### src/rtl/pipeline_stall_controller.sv
//============================================================================
//  Module      : pipeline_stall_controller
//  Description : Stall/flush sequencer for the 5-stage MIPS pipeline. It
//                combines the hazard stall request, the ID-stage branch
//                resolution and the MEM-stage SRAM handshake. It drives the
//                freeze/flush/bubble controls of the PC and stage registers
//                and owns the SRAM request FSM with its timeout watchdog.
//                Optional macro STALL_STATS_EN enables the saturating
//                stall-statistics counters.
//  Revision    : 1.0 - initial release
//============================================================================
`timescale 1ns/1ps
`default_nettype none

module pipeline_stall_controller #(
  parameter int MEM_TIMEOUT = 16,  // max WAIT cycles before error (>= 2)
  parameter int CNT_W       = 5,   // 2**CNT_W must exceed MEM_TIMEOUT
  parameter int STAT_W      = 16   // statistics counter width
) (
  input  logic              clk,
  input  logic              rst,              // asynchronous, active low
  input  logic              hazard_detected,
  input  logic              branch_taken,
  input  logic              mem_req,
  input  logic              sram_ready,
  output logic              sram_start,
  output logic              pc_freeze,
  output logic              pc_sel_branch,
  output logic              if_id_freeze,
  output logic              if_id_flush,
  output logic              id_exe_freeze,
  output logic              id_exe_bubble,
  output logic              exe_mem_freeze,
  output logic              mem_wb_bubble,
  output logic              mem_error,
  input  logic              stats_clr,
  output logic [STAT_W-1:0] hz_stall_cnt,
  output logic [STAT_W-1:0] mem_stall_cnt,
  output logic [STAT_W-1:0] flush_cnt
);

  localparam logic [1:0] ST_RUN  = 2'd0;
  localparam logic [1:0] ST_WAIT = 2'd1;
  localparam logic [1:0] ST_ERR  = 2'd2;

  // Last WAIT count value on which a missing sram_ready means timeout.
  localparam logic [CNT_W-1:0] TIMEOUT_LAST = CNT_W'(MEM_TIMEOUT - 1);

  logic [1:0]       state;
  logic [1:0]       next_state;
  logic [CNT_W-1:0] wait_cnt;
  logic [CNT_W-1:0] next_cnt;
  logic             mem_stall;
  logic             hz_stall;
  logic             br_flush;

  // Next-state logic plus the Mealy SRAM strobe and memory stall.
  always_comb begin
    next_state = state;
    next_cnt   = wait_cnt;
    sram_start = 1'b0;
    mem_stall  = 1'b0;
    case (state)
      ST_RUN: begin
        if (mem_req) begin
          sram_start = 1'b1;
          mem_stall  = 1'b1;
          next_state = ST_WAIT;
          next_cnt   = '0;
        end
      end
      ST_WAIT: begin
        // The pipeline advances in the very cycle the SRAM reports done.
        mem_stall = ~sram_ready;
        next_cnt  = wait_cnt + CNT_W'(1);
        if (sram_ready) begin
          next_state = ST_RUN;
        end else if (wait_cnt == TIMEOUT_LAST) begin
          next_state = ST_ERR;
        end
      end
      ST_ERR: begin
        mem_stall = 1'b1;
      end
      default: begin
        // Unreachable encoding: hold the pipeline and fall back to RUN.
        mem_stall  = 1'b1;
        next_state = ST_RUN;
      end
    endcase
  end

  // FSM state and WAIT counter registers.
  always_ff @(posedge clk or negedge rst) begin
    if (!rst) begin
      state    <= ST_RUN;
      wait_cnt <= '0;
    end else begin
      state    <= next_state;
      wait_cnt <= next_cnt;
    end
  end

  // Priority: memory stall, then hazard, then branch. A hazard blocks the
  // branch because the branch compared stale operands.
  assign hz_stall = hazard_detected & ~mem_stall;
  assign br_flush = branch_taken & ~mem_stall & ~hazard_detected;

  assign pc_freeze      = mem_stall | hz_stall;
  assign if_id_freeze   = mem_stall | hz_stall;
  assign pc_sel_branch  = br_flush;
  assign if_id_flush    = br_flush;
  assign id_exe_freeze  = mem_stall;
  assign exe_mem_freeze = mem_stall;
  assign mem_wb_bubble  = mem_stall;
  assign id_exe_bubble  = hz_stall;
  assign mem_error      = (state == ST_ERR);

`ifdef STALL_STATS_EN
  localparam logic [STAT_W-1:0] STAT_MAX = '1;

  logic [STAT_W-1:0] hz_cnt_q;
  logic [STAT_W-1:0] mem_cnt_q;
  logic [STAT_W-1:0] flush_cnt_q;

  // Saturating stall statistics; a clear beats a same-cycle increment.
  always_ff @(posedge clk or negedge rst) begin
    if (!rst) begin
      hz_cnt_q    <= '0;
      mem_cnt_q   <= '0;
      flush_cnt_q <= '0;
    end else if (stats_clr) begin
      hz_cnt_q    <= '0;
      mem_cnt_q   <= '0;
      flush_cnt_q <= '0;
    end else begin
      if (hz_stall && (hz_cnt_q != STAT_MAX)) begin
        hz_cnt_q <= hz_cnt_q + STAT_W'(1);
      end
      if (mem_stall && (mem_cnt_q != STAT_MAX)) begin
        mem_cnt_q <= mem_cnt_q + STAT_W'(1);
      end
      if (br_flush && (flush_cnt_q != STAT_MAX)) begin
        flush_cnt_q <= flush_cnt_q + STAT_W'(1);
      end
    end
  end

  assign hz_stall_cnt  = hz_cnt_q;
  assign mem_stall_cnt = mem_cnt_q;
  assign flush_cnt     = flush_cnt_q;
`else
  // Statistics disabled: ports stay, counters read zero, clear is ignored.
  logic unused_stats_clr;
  assign unused_stats_clr = stats_clr;
  assign hz_stall_cnt     = '0;
  assign mem_stall_cnt    = '0;
  assign flush_cnt        = '0;
`endif

endmodule

`default_nettype wire
### config.mk
export PLATFORM = sky130hd
export DESIGN_NAME = pipeline_stall_controller
export DESIGN_NICKNAME = d
export VERILOG_FILES = /design/src/rtl/pipeline_stall_controller.sv
export SDC_FILE = /design/constraint.sdc
export NUM_CORES = 1
export LEC_CHECK = 0
export ABC_AREA = 1
export CAP_MARGIN = 20
export CORE_MARGIN = 2
export CORE_UTILIZATION = 35
export CTS_CLUSTER_SIZE = 40
export DETAILED_ROUTE_END_ITERATION = 6
export GPL_TIMING_DRIVEN = 0
export PLACE_DENSITY = 0.85
export RECOVER_POWER = 100
export SLEW_MARGIN = 20
export SYNTH_ARGS = -nofsm -noshare
export SYNTH_HDL_FRONTEND = slang
export SYNTH_SLANG_ARGS = --single-unit
### constraint.sdc
create_clock -name clk -period 2.44 [get_ports clk]
set_input_delay 0.732 -clock clk [delete_from_list [all_inputs] [get_ports clk]]
set_output_delay 0.732 -clock clk [all_outputs]
set_load 0.05 [all_outputs]
==> metrics.md, run 1 <==
| Metric | Value |
|---|---|
| Largest net degree at the start of global routing | `8` |
| Commonest non-fill, non-tap cell in the layout | `buf_4` |
| Rows | `17` |
| RePlAce Congestion | `0.794` |
| Via count | `676` |
| Wire per inst | `6.28 um` |
| Slew Viols, Final | `0` |
| Min-Delay Path Class | `reg -> reg` |
| Antenna Nets Post-Route | `0` |
| Initial core utilization | `36.8%` |
| Filler cells | `225` |
| Worst skew pair latency | `250 ps` |
| Worst-Margin Slew | `599 ps` |
| Die area | `2730 um2` |
| Ys Warns | `0` |
| Hold Path Depth | `2` |
| Hold_buf cts | `0` |
| Design Area, Final | `1180 um2` |
| Pwr dens | `388 nW/um2` |
| Post-Syn Area per Cell | `7.40 um2` |
| Final period util | `97.3%` |
| Area post-placement | `1190 um2` |
| Clock share of power | `23.3%` |
| TritonRoute pass-1 iters | `3` |
| Peak Freq | `421 MHz` |
| Final setup violation count | `0` |
| Crit-path max FO | `3` |
| Psw | `0.221 mW` |
| Seq/Total Area, Yosys | `21.5%` |
| Iteration-0 DRC Markers | `7` |
| CP Launch Type | `input port` |
| Total power | `0.458 mW` |
| Leakage power | `0.758 nW` |
| Core Area | `2210 um2` |
| Final hold vios | `0` |
| Setup CP Type | `in -> out` |
| Sink Count | `7` |
| Final design utilization | `53.4%` |
| Commonest cells after routing, fill and taps aside | `buf_4 (53), conb_1 (48), nand2_1 (14)` |
| Synthesized flop and latch total | `7` |
| CTS clk-pin slew, worst paths | `50 ps` |
| GRT overflow | `0` |
| Hpwl dp | `1120 um` |
| Worst hold margin | `511 ps` |
| Crit path DAT | `1640 ps` |
| H-tree depth | `1` |
| ANT cells | `0` |
| Crit. End Element | `output pin` |
| DIE HEIGHT | `52.2 um` |
| Nets | `186` |
| Sw frac | `48.1%` |
| Worst EP required | `1710 ps` |
| Clk_skew | `0.406 ps` |
| RSZ-0062 raised after global routing | `false` |
| Maximum root-to-sink buffer count | `2` |
| Post-route insts no fill | `204` |
| Mapped Area | `815 um2` |
| Combinational Power Share | `51.3%` |
| Die W | `52.2 um` |
| Maxcap violations | `0` |
| I/O Buffers | `15` |
| Post-CTS setup buffers | `0` |
| Overall Global Routing Usage | `9.34%` |
| Seq pwr share | `25.4%` |
| Share of cells above drive strength 1 | `42.0%` |
| Peak VDD IR | `0.000335 V` |
| Synth unique cells | `17` |
| Vias per inst | `3.31` |
| Wirelength, routed | `1280 um` |
| Gate Count Post-Synth | `110` |
| Root Driver | `clkbuf_4` |
| Minimum clock period | `2370 ps` |
| P&R area growth vs syn | `45.0%` |
| First-pass GRT wire length | `1790 um` |
| Cell Count Post-Placement | `200` |
| Number of remaining DRC errors | `0` |
| Num ports | `65` |
| Initial antenna violation count | `0` |
| Pint | `0.238 mW` |
| R2R cell count | `6` |
| Num CTS Buffers | `3` |
| CTS tree | `yes` |
| Relative slew slack | `60.2%` |
| Vias in the first global route | `453` |
| Status | `finished clean` |
-- kinds of logic (layout without fill, tap and decap cells) --
kind of cell,Yosys count,in the layout,share of synthesized area (%)
AO/OA/AOI/OAI,4,4,3.69
adder cells (fa/ha/maj),2,2,3.07
buffers and inverters,61,80,52.1
flip-flops,7,7,21.5
other,1,48,0.460
AND/OR/NAND/NOR,35,35,19.2
-- worst max-delay path, stage by stage --
cell	delay, ps
clkdlybuf4s50_1	400
inv_1	90
nand2_2	90
nor2_4	100
buf_6	100
buf_8	130
-- flip-flops by register name (all words and copies together), names as in the netlist --
signal and count:
wait_cnt 5, state 2
-- path summary, 6_finish.rpt --
kind | start | end | slack [ps]
min in group asynchronous | rst | wait_cnt[3] | 800
setup / recovery | hazard_detected | pc_sel_branch | 70
max in group asynchronous | rst | state[1] | 1410
setup reg to reg | wait_cnt[0] | wait_cnt[4] | 1130
hold reg to reg | wait_cnt[3] | wait_cnt[3] | 510
hold / removal | wait_cnt[3] | wait_cnt[3] | 510
-- metrics by stage --
stage	setup WS, ps	TNS (ps)
after floorplan	-1.79	-1.79
after global placement	-804	-6220
after detailed placement	-828	-6350
after CTS	32.1	0
after global routing	9.49	0
final	66.9	0
-- power groups by stage --
stage	clock network (mW)	logic, mW	registers (mW)
5_1_grt	0.121	0.245	0.116
2_1_floorplan	0	0.223	0.118
3_3_place_gp	0	0.234	0.118
4_1_cts	0.109	0.233	0.116
3_5_place_dp	0	0.234	0.118
6_report	0.107	0.235	0.116
-- repair_timing --
| item | in CTS | in global routing |
|---|---|---|
| resized for setup | 52 | 0 |
| endpoints found under the setup margin | 9 | 1 |
| pin swaps | 0 | 2 |
| endpoints found under the hold margin | 0 | 0 |
-- cells in the mapped netlist --
cell type	n	area share (%)
buf_4	52	48
nand2_1	14	6.5
nor2_1	9	4.1
dfrtp_1	7	22
inv_1	6	2.8
nand2_2	4	3.1
nand3_1	4	2.5
inv_2	3	1.4
ha_1	2	3.1
nor2_2	2	1.5
a21oi_1	1	0.61
a21oi_2	1	1.1
conb_1	1	0.46
nand4_1	1	0.77
o21a_2	1	1.1
o21bai_1	1	0.92
or2_1	1	0.77
-- per-layer routing --
metal	track usage, %	share of wire (%)
met1	8.95	33
met2	15.2	47
met3	3.43	17
met4	8.97	3.1
met5	0	0
-- layout make-up --
type                       instances  area, um2  share of cell area, %
multi-input combinational         89        395                   33.5
buffer                            52        394                   33.4
sequential                         7        175                   14.8
timing repair buffer              15        121                   10.3
tap                               28       35.0                   2.97
inverter                           9       33.8                   2.86
clock buffer                       4       26.3                   2.22
No activity file was read; power rests on OpenSTA's default activity.
==> run 2: changes to the inputs <==
REMOVE_ABC_BUFFERS = 1   (was unset)
==> run 2 against run 1 <==
  * Worst hold slack better by 11 ps
  * Design area down 35%
  * Clock-buffer cell count unchanged
  * Non-clock buffer count down 52
  * Highest routed layer is now met3
==> metrics.md, run 2 (synthesis gave the netlist of run 1 again) <==
| Metric | Value |
|---|---|
| Filler cells | `257 (+14%)` |
| RSZ-0062 raised after global routing | `false` |
| Routing usage on met1 | `8.66% (-0.29 points)` |
| Overall Global Routing Usage | `7.20% (-2.1 points)` |
| Commonest cells after routing, fill and taps aside | `conb_1 (48), nand2_1 (15), nor2_1 (9)` |
| Initial antenna violation count | `0 (unchanged)` |
| Peak Freq | `422 MHz (+0.20%)` |
| Final hold vios | `0 (unchanged)` |
| Post-route insts no fill | `152 (-25%)` |
| Largest net degree at the start of global routing | `8 (unchanged)` |
| Core Area | `2210 um2 (unchanged)` |
| Crit path DAT | `1640 ps (about the same)` |
| Worst-Margin Slew | `600 ps (+1.33 ps)` |
| GRT overflow | `0 (unchanged)` |
| Rows | `17 (unchanged)` |
| Setup CP Type | `in -> out` |
| Commonest non-fill, non-tap cell in the layout | `conb_1` |
| Peak VDD IR | `0.000267 V (-20%)` |
| Hold_buf cts | `0 (unchanged)` |
| Root Driver | `clkbuf_4` |
| Minimum clock period | `2370 ps (-4.62 ps)` |
| Clk_skew | `0.736 ps (+0.329 ps)` |
| ANT cells | `0 (unchanged)` |
| Biggest regs | `wait_cnt: 5 flops, state: 2 flops` |
| Vias in the first global route | `356 (-21%)` |
| RePlAce Congestion | `0.731 (-8.0%)` |
| Maxcap violations | `0 (unchanged)` |
| Wirelength, routed | `1090 um (-15%)` |
| Slew Viols, Final | `0 (unchanged)` |
| I/O Buffers | `15 (unchanged)` |
| Hpwl dp | `886 um (-21%)` |
| H-tree depth | `1 (unchanged)` |
| Reg with most FFs | `wait_cnt` |
| Max reg flops | `5 (unchanged)` |
| CTS resizes | `56 (+7.7%)` |
| Final setup violation count | `0 (unchanged)` |
| Antenna Nets Post-Route | `0 (unchanged)` |
| Crit-path max FO | `3 (unchanged)` |
| Cell Count Post-Placement | `148 (-26%)` |
| DIE HEIGHT | `52.2 um (unchanged)` |
| Maximum root-to-sink buffer count | `2 (unchanged)` |
| First-pass GRT wire length | `1450 um (-19%)` |
| Via count | `522 (-23%)` |
| Vias per inst | `3.43 (+3.6%)` |
| Relative slew slack | `60.1% (-0.088 points)` |
| Met3 demand-to-capacity share in global routing | `1.14% (-2.3 points)` |
| Final period util | `97.1% (-0.19 points)` |
| Total power | `0.391 mW (-15%)` |
| Worst skew pair latency | `250 ps (about the same)` |
| Post-CTS setup buffers | `0 (unchanged)` |
| Iteration-0 DRC Markers | `8 (+1)` |
| Busiest grt layer | `met2` |
| Num ports | `65 (unchanged)` |
| CTS clk-pin slew, worst paths | `50 ps (about the same)` |
| Sink Count | `7 (unchanged)` |
| M2 GR Usage | `11.6% (-3.6 points)` |
| Status | `finished clean` |
| CTS tree | `yes` |
| Share of cells above drive strength 1 | `16.1% (-26 points)` |
| Die area | `2730 um2 (unchanged)` |
| R2R setup slack | `1110 ps (-20 ps)` |
| Pwr dens | `510 nW/um2 (+31%)` |
| Leakage power | `0.473 nW (-38%)` |
| TritonRoute pass-1 iters | `3 (unchanged)` |
| Wire per inst | `7.16 um (+14%)` |
| Die W | `52.2 um (unchanged)` |
| CP Launch Type | `input port` |
| Crit. End Element | `output pin` |
| Number of remaining DRC errors | `0 (unchanged)` |
| Initial core utilization | `36.8% (unchanged)` |
| P&R area growth vs syn | `-5.68%` |
| Worst EP required | `1710 ps (about the same)` |
| Num CTS Buffers | `3 (unchanged)` |
| Min-Delay Path Class | `reg -> reg` |
| Nets | `134 (-28%)` |
-- run 2: path summary, 6_finish.rpt --
path | startpoint | endpoint | cells past startpoint
max | hazard_detected | pc_freeze | 4
min | wait_cnt[4] | wait_cnt[4] | 2
max reg2reg | wait_cnt[0] | wait_cnt[4] | 6
min reg2reg | wait_cnt[4] | wait_cnt[4] | 2
max in group asynchronous | rst | state[0] | 1
min in group asynchronous | rst | wait_cnt[2] | 1
-- run 2: metal layers --
layer,routed length [um],part of all wire [%],vias up
li1,-,-,262
met1,407,37,226
met2,545,50,34
met3,135,12,0
met4,0,0,0
met5,0,0,-
-- run 2: stage by stage --
step / instance area [um2] / hold slack [ps] / setup slack [ps] / TNS (ps) / util (%)
global placement: 786 / 498 / -710 / -5760 / 35.5
detailed placement: 786 / 504 / -715 / -5850 / 35.5
global route: 768 / 553 / 42.0 / 0 / 34.7
finish: 768 / 522 / 71.5 / 0 / 34.7
floorplan: 601 / 436 / -457 / -1160 / -
CTS: 803 / 518 / 64.2 / 0 / 36.3
-- run 2: final cells by class --
| class | count | area (um2) | share of cell area, % |
|---|---|---|---|
| repair buffers | 15 | 108 | 14.0 |
| clock buffers | 4 | 26.3 | 3.42 |
| well taps | 28 | 35.0 | 4.56 |
| flip-flops and latches | 7 | 175 | 22.8 |
| inverters | 9 | 33.8 | 4.40 |
| multi-input cells | 89 | 390 | 50.8 |
-- run 2: report_power, final --
group	internal, mW	switching [mW]	total, mW
logic	0.00607	0.166	0.173
registers	0.116	0	0.116
clock network	0.0622	0.0404	0.103
total	0.185	0.207	0.391
-- run 2: critical path, stage by stage --
cell and delay, ps:
clkdlybuf4s50_1 450, inv_1 50, nand2_2 110, clkbuf_2 290
==> run 3: changes to the inputs <==
ABC_CLOCK_PERIOD_IN_PS = 2440   (was unset)
==> results of run 3 <==
The final DEF is identical to that of run 2; final timing and power are the same.
